File: src/rtl/mdio_slave_mdc_sampler.sv
`default_nettype none
// ============================================================================
// Module      : mdio_slave_mdc_sampler
// Description : MDIO slave frontend in the clk_25m domain. Oversamples MDC and
//               MDIO, detects preamble and start of frame, assembles the
//               32-bit frame, raises field-done strobes, and drives read data
//               back during turnaround and data phases.
//               Optional build macro: MDIO_PREAMBLE_SUPPRESS_EN (accept a
//               start bit after a short or absent preamble).
// Revision    : 1.0 - initial release
// ============================================================================
module mdio_slave_mdc_sampler #(
    parameter int TIMEOUT_CYC = 256,
    parameter int PRE_LEN     = 32
) (
    input  logic        clk_25m,
    input  logic        rst_n,
    input  logic        mdc,
    input  logic        mdio_in,
    input  logic [4:0]  phy_addr,
    input  logic [15:0] resp_rdata,
    input  logic        resp_ready,
    output logic [31:0] rx_data,
    output logic        phyaddr_done_pos,
    output logic        info_done_pos,
    output logic        data_done_pos,
    output logic        legal,
    output logic        time_out_flag,
    output logic        mdio_out,
    output logic        mdio_oe
);

    localparam int c_PRE_W = $clog2(PRE_LEN + 1);
    localparam int c_TO_W  = $clog2(TIMEOUT_CYC + 1);
    localparam logic [c_PRE_W-1:0] c_PRE_MAX = c_PRE_W'(PRE_LEN);
    localparam logic [c_TO_W-1:0]  c_TO_LAST = c_TO_W'(TIMEOUT_CYC - 1);

    typedef enum logic [1:0] {
        ST_IDLE  = 2'd0,
        ST_SHIFT = 2'd1,
        ST_TX    = 2'd2
    } state_t;

    state_t             r_state;
    logic [2:0]         r_mdc_sync;
    logic [1:0]         r_mdio_sync;
    logic [31:0]        r_rx_data;
    logic [5:0]         r_bit_cnt;
    logic [c_PRE_W-1:0] r_pre_cnt;
    logic [c_TO_W-1:0]  r_to_cnt;
    logic               r_phyaddr_done;
    logic               r_info_done;
    logic               r_data_done;
    logic               r_time_out;
    logic               r_legal;
    logic               r_is_read;
    logic               r_mdio_oe;
    logic               r_mdio_out;
    logic [15:0]        r_hold;
    logic               r_hold_vld;
    logic [15:0]        r_tx_sh;

    logic               w_rise;
    logic               w_fall;
    logic               w_bit;
    logic               w_start_ok;
    logic [15:0]        w_src;

    // Two-flop synchronizers; the third MDC flop provides edge detection
    always_ff @(posedge clk_25m) begin
        if (!rst_n) begin
            r_mdc_sync  <= 3'b000;
            r_mdio_sync <= 2'b00;
        end else begin
            r_mdc_sync  <= {r_mdc_sync[1:0], mdc};
            r_mdio_sync <= {r_mdio_sync[0], mdio_in};
        end
    end

    assign w_rise = r_mdc_sync[1] & ~r_mdc_sync[2];
    assign w_fall = ~r_mdc_sync[1] & r_mdc_sync[2];
    assign w_bit  = r_mdio_sync[1];

    // A response arriving in the same cycle as the load edge takes priority
    assign w_src = resp_ready ? resp_rdata : (r_hold_vld ? r_hold : 16'hFFFF);

`ifdef MDIO_PREAMBLE_SUPPRESS_EN
    logic r_b2b;
    // Remembers that IDLE was entered from a completed frame with no bit sampled since
    always_ff @(posedge clk_25m) begin
        if (!rst_n) begin
            r_b2b <= 1'b0;
        end else if (r_data_done) begin
            r_b2b <= 1'b1;
        end else if (w_rise || r_time_out) begin
            r_b2b <= 1'b0;
        end
    end
    assign w_start_ok = (r_pre_cnt != '0) || r_b2b;
`else
    assign w_start_ok = (r_pre_cnt == c_PRE_MAX);
`endif

    // Frame FSM: preamble hunt, bit assembly, read response and inactivity timeout
    always_ff @(posedge clk_25m) begin
        if (!rst_n) begin
            r_state        <= ST_IDLE;
            r_rx_data      <= '0;
            r_bit_cnt      <= '0;
            r_pre_cnt      <= '0;
            r_to_cnt       <= '0;
            r_phyaddr_done <= 1'b0;
            r_info_done    <= 1'b0;
            r_data_done    <= 1'b0;
            r_time_out     <= 1'b0;
            r_legal        <= 1'b0;
            r_is_read      <= 1'b0;
            r_mdio_oe      <= 1'b0;
            r_mdio_out     <= 1'b1;
            r_hold         <= '0;
            r_hold_vld     <= 1'b0;
            r_tx_sh        <= '0;
        end else begin
            r_phyaddr_done <= 1'b0;
            r_info_done    <= 1'b0;
            r_data_done    <= 1'b0;
            r_time_out     <= 1'b0;

            if (resp_ready && (r_state != ST_IDLE)) begin
                r_hold     <= resp_rdata;
                r_hold_vld <= 1'b1;
            end

            if ((r_state == ST_IDLE) || w_rise) begin
                r_to_cnt <= '0;
            end else begin
                r_to_cnt <= r_to_cnt + c_TO_W'(1);
            end

            case (r_state)
                ST_IDLE: begin
                    r_legal    <= 1'b0;
                    r_hold_vld <= 1'b0;
                    r_is_read  <= 1'b0;
                    if (w_rise) begin
                        if (w_bit) begin
                            if (r_pre_cnt != c_PRE_MAX) begin
                                r_pre_cnt <= r_pre_cnt + c_PRE_W'(1);
                            end
                        end else if (w_start_ok) begin
                            // Start bit ST[0]=0 is frame bit 0
                            r_rx_data <= '0;
                            r_bit_cnt <= 6'd1;
                            r_pre_cnt <= '0;
                            r_state   <= ST_SHIFT;
                        end else begin
                            r_pre_cnt <= '0;
                        end
                    end
                end

                ST_SHIFT: begin
                    if (w_rise) begin
                        r_rx_data[5'd31 - r_bit_cnt[4:0]] <= w_bit;
                        r_bit_cnt <= r_bit_cnt + 6'd1;
                        if (r_bit_cnt == 6'd8) begin
                            r_phyaddr_done <= 1'b1;
                            r_legal        <= ({r_rx_data[27:24], w_bit} == phy_addr);
                        end
                        if (r_bit_cnt == 6'd13) begin
                            r_info_done <= 1'b1;
                            // Cl22 read (0110) or Cl45 read / read-increment (0011, 0010)
                            r_is_read   <= r_legal &&
                                           ((r_rx_data[31:28] == 4'b0110) ||
                                            (r_rx_data[31:29] == 3'b001));
                        end
                        if (r_bit_cnt == 6'd31) begin
                            r_data_done <= 1'b1;
                            r_pre_cnt   <= '0;
                            r_state     <= ST_IDLE;
                        end
                    end else if (w_fall && r_is_read && (r_bit_cnt == 6'd15)) begin
                        // Drive the second turnaround bit low
                        r_mdio_oe  <= 1'b1;
                        r_mdio_out <= 1'b0;
                        r_state    <= ST_TX;
                    end
                end

                ST_TX: begin
                    if (w_rise) begin
                        if (r_bit_cnt != 6'd32) begin
                            r_rx_data[5'd31 - r_bit_cnt[4:0]] <= w_bit;
                            r_bit_cnt <= r_bit_cnt + 6'd1;
                            if (r_bit_cnt == 6'd31) begin
                                r_data_done <= 1'b1;
                            end
                        end
                    end else if (w_fall) begin
                        if (r_bit_cnt == 6'd32) begin
                            r_mdio_oe  <= 1'b0;
                            r_mdio_out <= 1'b1;
                            r_pre_cnt  <= '0;
                            r_state    <= ST_IDLE;
                        end else if (r_bit_cnt == 6'd16) begin
                            r_mdio_out <= w_src[15];
                            r_tx_sh    <= {w_src[14:0], 1'b0};
                        end else if (r_bit_cnt > 6'd16) begin
                            r_mdio_out <= r_tx_sh[15];
                            r_tx_sh    <= {r_tx_sh[14:0], 1'b0};
                        end
                    end
                end

                default: begin
                    r_state <= ST_IDLE;
                end
            endcase

            // MDC inactivity abort; a coincident rise resets the counter instead
            if ((r_state != ST_IDLE) && !w_rise && (r_to_cnt == c_TO_LAST)) begin
                r_time_out <= 1'b1;
                r_legal    <= 1'b0;
                r_mdio_oe  <= 1'b0;
                r_mdio_out <= 1'b1;
                r_pre_cnt  <= '0;
                r_to_cnt   <= '0;
                r_state    <= ST_IDLE;
            end
        end
    end

    assign rx_data          = r_rx_data;
    assign phyaddr_done_pos = r_phyaddr_done;
    assign info_done_pos    = r_info_done;
    assign data_done_pos    = r_data_done;
    assign legal            = r_legal;
    assign time_out_flag    = r_time_out;
    assign mdio_out         = r_mdio_out;
    assign mdio_oe          = r_mdio_oe;

endmodule
`default_nettype wire

File: config.mk
export PLATFORM = sky130hd
export DESIGN_NAME = mdio_slave_mdc_sampler
export DESIGN_NICKNAME = d
export VERILOG_FILES = /design/src/rtl/mdio_slave_mdc_sampler.sv
export SDC_FILE = /design/constraint.sdc
export NUM_CORES = 1
export LEC_CHECK = 0
export BUFFER_PORTS_ARGS = -buffer_cell sky130_fd_sc_hd__buf_4
export CAP_MARGIN = 30
export CORE_ASPECT_RATIO = 0.9
export CORE_MARGIN = 5
export CORE_UTILIZATION = 45
export DETAILED_ROUTE_END_ITERATION = 7
export PLACE_DENSITY_LB_ADDON = 0.15
export SLEW_MARGIN = 20
export SYNTH_ARGS = -nofsm -noshare
export SYNTH_HDL_FRONTEND = slang
export SYNTH_SLANG_ARGS = --single-unit
File: constraint.sdc
create_clock -name clk_25m -period 3.3 [get_ports clk_25m]
set_clock_uncertainty 0.15 [all_clocks]
set_input_delay 0.165 -clock clk_25m [delete_from_list [all_inputs] [get_ports clk_25m]]
set_output_delay 0.165 -clock clk_25m [all_outputs]
set_load 0.1 [all_outputs]
# == Word-level counts from Yosys, hierarchy flattened ==
# Index checks and enable logic that the tools add are counted.
# word_totals
reg_bits,101
latch_bits,0
mem_bits_rw,0
rom_bits,0
input_bits,26
out_inout_bits,39
word_cells,161
n_memories,0
# classes
addsub,4
multipliers,0
div_mod_pow,0
order_cmp,3
eq_ne,33
shifts,0
muxes,68
n_bitwise,7
reduce_logical,28
# op_table
op,count
$mux 32,6
$pmux 32 s3,1
$mux 6,14
$mux 16,4
$pmux 6 s3,2
$bwmux 32,1
$ne 2x2->1 const B,14
$mux 1,24
$eq 6x4->1 const B,3
$mux 2,9
$reduce_and 8->1,2
$add 6x1->6 const B,2
$eq 6x5->1 const B,2
$eq 6x6->1 const B,2
$ne 6x6->1 const B,2
$reduce_and 6->1,2
$pmux 1 s2,5
$add 9x1->9 const B,1
$eq 9x8->1 const B,1
$reduce_and 3->1,3
$reduce_bool 2->1,4
$logic_and 1x1->1,7
$reduce_and 7->1,1
$gt 6x5->1 const B,1
22 further kinds,30

# == Logic depth before layout (Yosys ltp) ==
# depth
depth_word,9
ltp_mapped,9
depth_no_buf,7

# == Worst setup path before layout ==
# Ideal clock, no wire load.
# synth_timing
path_kind,register to register
from,reg r_pre_cnt[0]
to,reg r_rx_data[21] (netlist: rx_data[21])
setup_ps,132
arrival_ps,2403
setup_slack_ps,614
path_stages_with_launch,10
n_path_buf,2
cell_sequence,dfxtp_1 -> inv_1 -> ha_1 -> or4b_4 -> o41a_1 -> or4_1 -> buf_6 -> buf_8 -> o21ai_2 -> a21oi_1
# synth_via
elab_chain_len,3
# synth_rtl
item,line_no,text
start: declaration,49,logic [c_PRE_W-1:0] r_pre_cnt;
start signal: assignment,148,r_pre_cnt <= r_pre_cnt + c_PRE_W'(1);
$eq 6x6->1,101,assign w_start_ok = (r_pre_cnt == c_PRE_MAX);
$ne 2x2->1 (no line),n/a,
$reduce_and 7->1 (no line),n/a,
end signal: indexed assignment,164,r_rx_data[5'd31 - r_bit_cnt[4:0]] <= w_bit;
end signal: indexed assignment,193,r_rx_data[5'd31 - r_bit_cnt[4:0]] <= w_bit;
end: declaration,47,logic [31:0] r_rx_data;
# Every way passes these cells.
# A chain may end at the register's enable or synchronous reset.

# == Worst setup path after layout ==
# layout_timing
from,reg r_pre_cnt[0]
to,reg r_rx_data[16] (netlist: rx_data[16])
# The elaborated chain is that of the path after synthesis.

==> summary.txt <==
Outcome
  – Status: finished clean

CTS
  – Max Root-Sink Buffers: 2
  – CTS clk-pin slew, worst paths: 0.07 ns
  – Clk Latency, worst-skew pair: about 0.35 ns
  – CTS Sinks: 100
  – Post-CTS Hold Fix Bufs: 18
  – Total setup buffers inserted after CTS: 0
  – Post-CTS sizing: 0
  – Htree depth: 3
  – Clk root buf: clkbuf_16
  – CTS Buf Count: 9
  – CTS tree: yes

Synthesis
  – Synth Area in XOR/XNOR: slightly above 2%
  – Ys flop type: dfxtp_1
  – Mux cell area share after synthesis: less than 1%
  – Unique cell type count in the Yosys netlist: 57
  – Register area share after synthesis: between 30% and 40%
  – Synth Area in Compound Gates: 27.4%
  – Largest family of logic cells by synthesized area: compound AO/OA/AOI/OAI gates
  – Netlist Area Pre-Place: just over 0.005 mm2
  – Async S/R FF share, synth: 0%
  – Ys Warns: 0
  – Synth Net Count: 655
  – Syn_area_per_cell: 8.23 um2
  – Post-Synth Adder-Cell Area: 3.21%
  – Yosys reg bits: 100
  – EDFF count, synth: 0
  – Synth Area in Simple Gates: 20.7%
  – Synth Instances: 616

Cells and area
  – Commonest non-fill, non-tap cells in the layout: dfxtp_1 (100), nand2_1 (92), buf_4 (75)
  – Final Net Count: 711
  – Layout cells sized above 1: between 10% and 20%
  – Layout area overhead: 20.4%
  – # diodes: 0
  – Final Cell Area: about 0.0061 mm2
  – Core Util, Final: 55.8%
  – Leading cell type in the layout, fill and taps excluded: dfxtp_1

Setup path
  – Reg2Reg Depth: 8
  – Crit path DAT: about 3.0 ns
  – R2R setup slack: about 0.34 ns
  – Worst setup path category: reg2reg
  – Max incr delay on CP: 0.52 ns
  – Startpoint Class: register
  – Slowest stage cell, crit path: or4_1
  – Reg2reg end: rx_data[16]$_SDFFE_PN0P_
  – CP Cell Sequence: inv_1 -> ha_1 -> or4b_4 -> o41a_1 -> or4_1 -> buf_4 -> o31ai_1 -> a21oi_1
  – Crit Reg-Reg Startpoint: r_pre_cnt[0]$_SDFFE_PP0P_
  – CP bufs+invs: 2
  – WP data required: between 3 and 4 ns
  – CP Capture Type: register
  – Crit Path Max Fanout: 33
  – CP delay by family, top: simple AND/OR/NAND/NOR gates

STA
  – Final worst path period need: 2.96 ns
  – Final setup fails: 0
  – Crit share post-route: 89.8%
  – Slew @ Worst Pin: roughly 0.76 ns
  – Setup TNS: 0 ns
  – Min setup slack post-route: 0.336 ns
  – Max Slew Vio Count: 0
  – Final hold violation count: 0
  – RSZ-0062 raised after global routing: no
  – Fmax: roughly 340 MHz
  – Rel. slew slack: 49.1%

Floorplanning
  – Die Width: 122 um
  – Rows: 36
  – Initial Util: a little under half
  – IO Pins: 65
  – Core area: 0.0109 mm2
  – DIE AREA: 0.0135 mm2
  – Die height: 111 um

Detailed routing
  – Antenna Nets Post-Route: 0
  – Residual DRC: 0
  – Routed WL per cell: roughly 16 um
  – DR pass1 iterations: 5
  – Via count: 4636
  – Via density: ~5.6
  – Final wirelength: 12.9 mm
  – DRT iter0 DRCs: about 390

Global route
  – GRT Total Usage: 19.2%
  – First-pass GRT wire length: 21.5 mm
  – Vias in the first global route: 4361
  – Largest net degree at the start of global routing: 44
  – Initial antenna violation count: 0
  – GR Overflow Total: 0

Job
  – Max-cap violations: 0

Placed design
  – Placer Congestion: 0.852
  – Dpl hpwl: 8.83 mm
  – Place WS: 0.353 ns
  – PortBufs: 64
  – Placed Area: 0.00560 mm2

Hold path
  – Hold path start: rst_n
  – Worst Hold Class: in2reg
  – Worst Hold Path Cells: 3
  – Hold path endpoint: time_out_flag$_SDFF_PN0_

Power
  – Total chip power: 3350 uW
  – Max VDD drop: 0.353 mV
  – Power Density: approximately 550 mW/mm2
  – Leak: 0.00234 uW
## Yosys cell counts (9+ instances only)
library cell  count  area [um2]
o32ai_1           9        78.8
o21ai_2          12         105
nand3_1          23         115
clkbuf_1         42         158
o211ai_1         17         128
inv_1            26        97.6
nor3_1           10        50.1
nor2_1           29         109
ha_1             13         163
dfxtp_1         100        2000
a21oi_2          13         114
nand2_1          92         345
a21boi_0         13        97.6
and3_1           10        62.6
o211a_1          14         140
o21ai_0          11        55.1
a21oi_1          71         355
## per-layer routing
layer,vias up,part of all wire [%],track usage (%)
met4,0,1.1,4.78
li1,2292,-,-
met1,2219,48,26.5
met5,-,0,0
met3,13,4.9,4.13
met2,112,46,30.3
## state kept, by name, summed over array words and instances (netlist names), 2 cells and up
register     flops
r_to_cnt         9
rx_data         32
r_hold          16
r_bit_cnt        6
r_mdc_sync       3
r_mdio_sync      2
r_tx_sh         15
r_state          2
r_pre_cnt        6
## worst min-delay path, cell delays in order
cell and delay, ns:
buf_4 0.09, inv_2 0.15, nor2_1 0.13
## stage by stage
stage / hold WS [ns] / cells
floorplan: 0.142 / 616
global placement: 0.229 / 795
detailed placement: 0.235 / 795
CTS: 0.0757 / 829
global route: 0.115 / 829
finish: 0.0770 / 829
## cell families (layout without fill, tap and decap cells)
family                   after synthesis  after routing
AND/OR/NAND/NOR                      214            214
adder cells (fa/ha/maj)               13             13
AO/OA/AOI/OAI                        198            198
multiplexers                           4              4
flip-flops                           100            100
buffers and inverters                 75            136
XOR/XNOR                              12             12
## worst max path at each step
stage                                          from                       end  slack, ns  cells after the start
after floorplan           r_pre_cnt[0]$_SDFFE_PP0P_  rx_data[21]$_SDFFE_PN0P_       0.61                      9
after global placement    r_pre_cnt[0]$_SDFFE_PP0P_  rx_data[16]$_SDFFE_PN0P_       0.41                      8
after detailed placement  r_pre_cnt[0]$_SDFFE_PP0P_  rx_data[16]$_SDFFE_PN0P_       0.35                      8
after CTS                 r_pre_cnt[0]$_SDFFE_PP0P_  rx_data[16]$_SDFFE_PN0P_       0.33                      8
after global routing      r_pre_cnt[0]$_SDFFE_PP0P_  rx_data[16]$_SDFFE_PN0P_       0.20                      8
final                     r_pre_cnt[0]$_SDFFE_PP0P_  rx_data[16]$_SDFFE_PN0P_       0.34                      8
## power breakdown
part	switching (uW)	internal, uW
clock network	484	672
logic	602	286
registers	47.7	1260
## final cells by class
class                   instances  area [um2]
inverters                      27         101
clock inverters                 7        98.8
repair buffers                 93         743
multi-input cells             441        2740
flip-flops and latches        100        2000
fillers                      1009        4840
clock buffers                   9         225
well taps                     152         190
No activity file was read; power rests on OpenSTA's default activity.
